### src/rtl/regfile_wb_queue.sv
// In-order write-back FIFO feeding the register file's active-low write port,
// with a pending-write hazard check for operand fetch.
module regfile_wb_queue #(
  parameter int unsigned DW    = 32,
  parameter int unsigned AW    = 2,
  parameter int unsigned DEPTH = 4
) (
  input  logic                     clk,
  input  logic                     clr,
  input  logic                     in_valid,
  output logic                     in_ready,
  input  logic [AW-1:0]            in_addr,
  input  logic [DW-1:0]            in_data,
  input  logic                     hold,
  output logic                     wena,
  output logic [AW-1:0]            waddr,
  output logic [DW-1:0]            wdata,
  input  logic [AW-1:0]            chk_addr,
  output logic                     chk_pending,
  output logic [$clog2(DEPTH):0]   count,
  output logic                     empty,
  output logic                     full
);

  localparam int unsigned PW = $clog2(DEPTH);
  localparam int unsigned CW = PW + 1;

  logic [AW-1:0]    mem_addr [DEPTH];
  logic [DW-1:0]    mem_data [DEPTH];
  logic [DEPTH-1:0] occ;
  logic [PW-1:0]    wr_ptr;
  logic [PW-1:0]    rd_ptr;
  logic             push;
  logic             pop;

  assign in_ready = (count < CW'(DEPTH));
  assign empty    = (count == '0);
  assign full     = (count == CW'(DEPTH));
  assign push     = in_valid && in_ready;
  assign pop      = !empty && !hold;

  // Payload storage; needs no reset since occupancy is tracked separately.
  always_ff @(posedge clk) begin
    if (push) begin
      mem_addr[wr_ptr] <= in_addr;
      mem_data[wr_ptr] <= in_data;
    end
  end

  always_ff @(posedge clk or negedge clr) begin
    if (!clr) begin
      wr_ptr <= '0;
      rd_ptr <= '0;
      count  <= '0;
      occ    <= '0;
      wena   <= 1'b1;
      waddr  <= '0;
      wdata  <= '0;
    end else begin
      if (push) begin
        wr_ptr      <= wr_ptr + PW'(1);
        occ[wr_ptr] <= 1'b1;
      end
      // A same-edge push never targets the head slot, since 0 < count < DEPTH.
      if (pop) begin
        rd_ptr      <= rd_ptr + PW'(1);
        occ[rd_ptr] <= 1'b0;
        waddr       <= mem_addr[rd_ptr];
        wdata       <= mem_data[rd_ptr];
        wena        <= 1'b0;
      end else begin
        wena        <= 1'b1;
      end
      case ({push, pop})
        2'b10:   count <= count + CW'(1);
        2'b01:   count <= count - CW'(1);
        default: count <= count;
      endcase
    end
  end

  // Hazard: any queued entry or the write currently on the port targets chk_addr.
  always_comb begin
    chk_pending = !wena && (waddr == chk_addr);
    for (int i = 0; i < int'(DEPTH); i++) begin
      if (occ[i] && (mem_addr[i] == chk_addr)) chk_pending = 1'b1;
    end
  end

endmodule

### config.mk
export PLATFORM = sky130hd
export DESIGN_NAME = regfile_wb_queue
export DESIGN_NICKNAME = d
export VERILOG_FILES = /design/src/rtl/regfile_wb_queue.sv
export SDC_FILE = /design/constraint.sdc
export NUM_CORES = 1
export LEC_CHECK = 0
export CORE_MARGIN = 1.5
export CORE_UTILIZATION = 52
export CTS_BUF_LIST = sky130_fd_sc_hd__clkbuf_8
export DETAILED_ROUTE_END_ITERATION = 8
export PLACE_DENSITY_LB_ADDON = 0.3
export SLEW_MARGIN = 20
export SYNTH_ARGS = -nofsm -noshare
export SYNTH_HDL_FRONTEND = slang
export SYNTH_SLANG_ARGS = --single-unit
### constraint.sdc
create_clock -name clk -period 2.1 [get_ports clk]
set_clock_uncertainty 0.1 [all_clocks]
set_input_delay 0.21 -clock clk [delete_from_list [all_inputs] [get_ports clk]]
set_output_delay 0.21 -clock clk [all_outputs]
set_load 0.01 [all_outputs]
==> flow_metrics.env <==
export IMPL_result_of_the_run="finished clean"
export IMPL_design_portCount=82
export IMPL_layout_core_utilization_pct=65.0
export IMPL_fp_dieArea_um2=14300
export IMPL_die_h_um=120
export IMPL_post_drt_wl_per_cell_um=19.5
export IMPL_total_grt_overflow=0
export IMPL_cts_num_sinks=182
export IMPL_timing_critical_path_slowest_stage_cell="sky130_fd_sc_hd__dfrtp_1"
export IMPL_yosys_warnings=0
export IMPL_fraction_of_the_yosys_area_taken_by_sequential_cells_pct=73.8
export IMPL_core_region_area_um2=13300
export IMPL_crit_type="register to output pin"
export IMPL_final_fill_count=930
export IMPL_dr_total_vias=3263
export IMPL_cts_bufs_inserted=17
export IMPL_layout_area_seq_um2=5240
export IMPL_placement_rows=42
export IMPL_critical_path_cell_chain="xor2_1 > nor3_1 > a31oi_1 > nand4_1 > dlygate4sd2_1"
export IMPL_dpl_worst_slack_ps=59.6
export IMPL_drt_iter0_markers=157
export IMPL_diodes=0
export IMPL_post_route_period_util_pct=91.5
export IMPL_dp_hpwl_um=7480
export IMPL_setup_viol_count_final=0
export IMPL_vias_in_the_first_global_route=3487
export IMPL_area_growth_syn_to_layout_pct=21.8
export IMPL_detail_route_drc_violations=0
export IMPL_endpoint_required_time_on_the_critical_path_ps=1790
export IMPL_worst_path_dominant_cell_family="flip-flops"
export IMPL_power_density_nw_per_um2=1310
export IMPL_final_net_count=477
export IMPL_final_cell_area_um2=8640
export IMPL_final_max_slew_viol_count=0
export IMPL_max_cap_violations=0
export IMPL_grt_pass1_wl_um=19000
export IMPL_route_final_wire_length_um=12000
export IMPL_cp_buffers_inverters=1
export IMPL_rr_worst_depth=8
export IMPL_finalWorstPathRequiredPeriod_ps=1920
export IMPL_hold_viol=0
export IMPL_firstDrtPassIters=4
export IMPL_yosys_register_bits=182
export IMPL_die_width_um=120
export IMPL_synth_nets=374
export IMPL_antenna_found_initial=0
export IMPL_clock_path_buffers=2
export IMPL_drt_antenna_violating_nets=0
export IMPL_crit_path_max_fanout=3
export IMPL_maximum_number_of_pins_on_one_net_before_global_route_repair=43
export IMPL_max_freq_ghz=0.521
export IMPL_timing_critical_path_from_type="register"
export IMPL_worst_path_depth=5
export IMPL_grt_util_all_layers_pct=18.3
export IMPL_synth_cell_type_count=31
export IMPL_timing_max_slew_rel_slack_pct=56.1
export IMPL_power_total_mw=11.3
export IMPL_timing_worst_slew_pin_value_ps=659
export IMPL_critical_path_max_stage_delay_ps=420
export IMPL_htree_num_levels=4
export IMPL_replace_congestion=0.732
export IMPL_post_drt_via_cell_ratio=5.30
export IMPL_rsz_0062_raised_after_global_routing="false"
export IMPL_fraction_of_layout_cells_with_a_size_suffix_above_1_pct=26.4
export IMPL_synth_instances=324
export IMPL_hold_path_class="input port to async pin"
export IMPL_fin_setup_tns_ps=0
export IMPL_clock_tree_from_tritoncts="done"
export IMPL_post_route_worst_setup_slack_ps=179
export IMPL_avgSynthCellArea_um2=21.9
export IMPL_power_leakage_nw=3.15
export IMPL_clk_pin_slew_ps=80
export IMPL_insertion_delay_ps=450
export IMPL_cts_root_buf="sky130_fd_sc_hd__clkbuf_8"
export IMPL_floorplan_initialDensity_pct=53.4
export IMPL_mapped_cell_area_um2=7090
export IMPL_data_arrival_time_of_the_critical_path_ps=1610
export IMPL_peakVddDrop_v=0.000626
export IMPL_setup_worst_path_end_class="output pin"
export IMPL_placement_cell_area_um2=8230
export IMPL_buffer_ports_inserted=81
export IMPL_multiInputGateArea_um2=1710
==> metal layers <==
metal | up-vias | GRT usage (%) | wire length, um | share of wire [%]
met2 | 80 | 30.9 | 6240 | 52
met5 | - | 0 | 0 | 0
met3 | 10 | 4.71 | 519 | 4.3
met4 | 0 | 7.44 | 164 | 1.4
li1 | 1482 | - | - | -
met1 | 1691 | 22.8 | 5080 | 42
==> flip-flops by register name, summed over array words and instances, names as in the netlist <==
signal    flops
wdata        32
mem_addr      8
occ           4
count         3
rd_ptr        2
mem_data    128
waddr         2
wena          1
wr_ptr        2
==> cell usage after synthesis <==
library cell	number	area [um^2]
sky130_fd_sc_hd__buf_12	3	60.1
sky130_fd_sc_hd__ha_1	9	113
sky130_fd_sc_hd__nor3_2	1	10.0
sky130_fd_sc_hd__mux2_2	5	56.3
sky130_fd_sc_hd__a31oi_1	1	6.26
sky130_fd_sc_hd__buf_1	1	3.75
sky130_fd_sc_hd__xnor2_1	12	105
sky130_fd_sc_hd__buf_4	3	22.5
sky130_fd_sc_hd__nor3_1	2	10.0
sky130_fd_sc_hd__mux2i_1	1	10.0
sky130_fd_sc_hd__fa_1	1	20.0
sky130_fd_sc_hd__edfxtp_1	136	4080
sky130_fd_sc_hd__clkbuf_1	4	15.0
sky130_fd_sc_hd__inv_1	10	37.5
sky130_fd_sc_hd__dfrtp_1	45	1130
sky130_fd_sc_hd__a2bb2oi_1	4	35.0
sky130_fd_sc_hd__nor2_2	1	6.26
sky130_fd_sc_hd__buf_2	3	15.0
sky130_fd_sc_hd__buf_6	1	11.3
sky130_fd_sc_hd__mux2_4	29	435
sky130_fd_sc_hd__o21ai_0	2	10.0
sky130_fd_sc_hd__nor2b_1	1	6.26
sky130_fd_sc_hd__nand4_1	1	6.26
sky130_fd_sc_hd__nor2_1	1	3.75
sky130_fd_sc_hd__and2_1	4	25.0
sky130_fd_sc_hd__mux4_2	29	653
sky130_fd_sc_hd__mux4_1	5	131
sky130_fd_sc_hd__nand3_1	3	15.0
sky130_fd_sc_hd__dfstp_2	1	26.3
sky130_fd_sc_hd__nand2_1	2	7.51
sky130_fd_sc_hd__xor2_1	3	26.3
==> final timing paths <==
check                            start  slack [ps]               to
setup / recovery              waddr[0]         180      chk_pending
max in group asynchronous          clr        1070        rd_ptr[1]
min in group clk           in_data[20]         290  mem_data[1][20]
setup reg to reg              count[0]         230         count[2]
hold reg to reg              wdata[26]         410        wdata[26]
hold / removal                     clr         230        wdata[21]
==> where the power goes <==
| part | switching (mW) | internal [mW] | total (mW) | leakage (nW) |
|---|---|---|---|---|
| Sequential | 0.422 | 4.73 | 5.15 | 1.77 |
| Clock | 1.12 | 1.18 | 2.30 | 0.205 |
| Combinational | 1.55 | 2.32 | 3.87 | 1.17 |
| Total | 3.09 | 8.22 | 11.3 | 3.15 |
==> layout by cell type (no fill, tap or decap), drive strengths merged, types with 2 or more instances in the layout <==
master         count
nand2              2
dfrtp             45
clkdlybuf4s50     77
nor2               2
xor2               3
a2bb2oi            4
and2               4
nor3               3
inv               11
ha                 9
mux2              34
mux4              34
edfxtp           136
dlymetal6s2s       2
nand3              3
clkinv            10
o21ai              2
buf               18
xnor2             12
bufinv             3
clkbuf            18
==> metrics by stage <==
step | std cells | hold slack (ps)
after floorplan | 324 | -186
after global placement | 583 | 174
after detailed placement | 583 | 181
after CTS | 616 | 226
after global routing | 616 | 268
final | 616 | 227
==> cell families after synthesis <==
family	synth area share [%]
flip-flops	73.8
buffers and inverters	2.33
XOR/XNOR	1.85
multiplexers	18.1
AO/OA/AOI/OAI	0.723
AND/OR/NAND/NOR	1.27
adder cells (fa/ha/maj)	1.87
==> layout make-up <==
class / instances / share of cell area (%)
well taps: 176 / 2.55
flip-flops and latches: 182 / 60.6
inverters: 10 / 0.434
multi-input cells: 117 / 19.8
repair buffers: 99 / 12.1
clock inverters: 14 / 1.64
clock buffers: 18 / 2.87
==> repair_timing <==
action | 4_1_cts | 5_1_grt
hold endpoints to repair | 22 | 0
setup buffers | 0 | 0
endpoints found under the setup margin | 2 | 2
pin swaps | 0 | 0
cloned | 0 | 0
gates resized for setup | 2 | 2
hold buffers | 1 | 0
(Power assumes the default switching activity.)
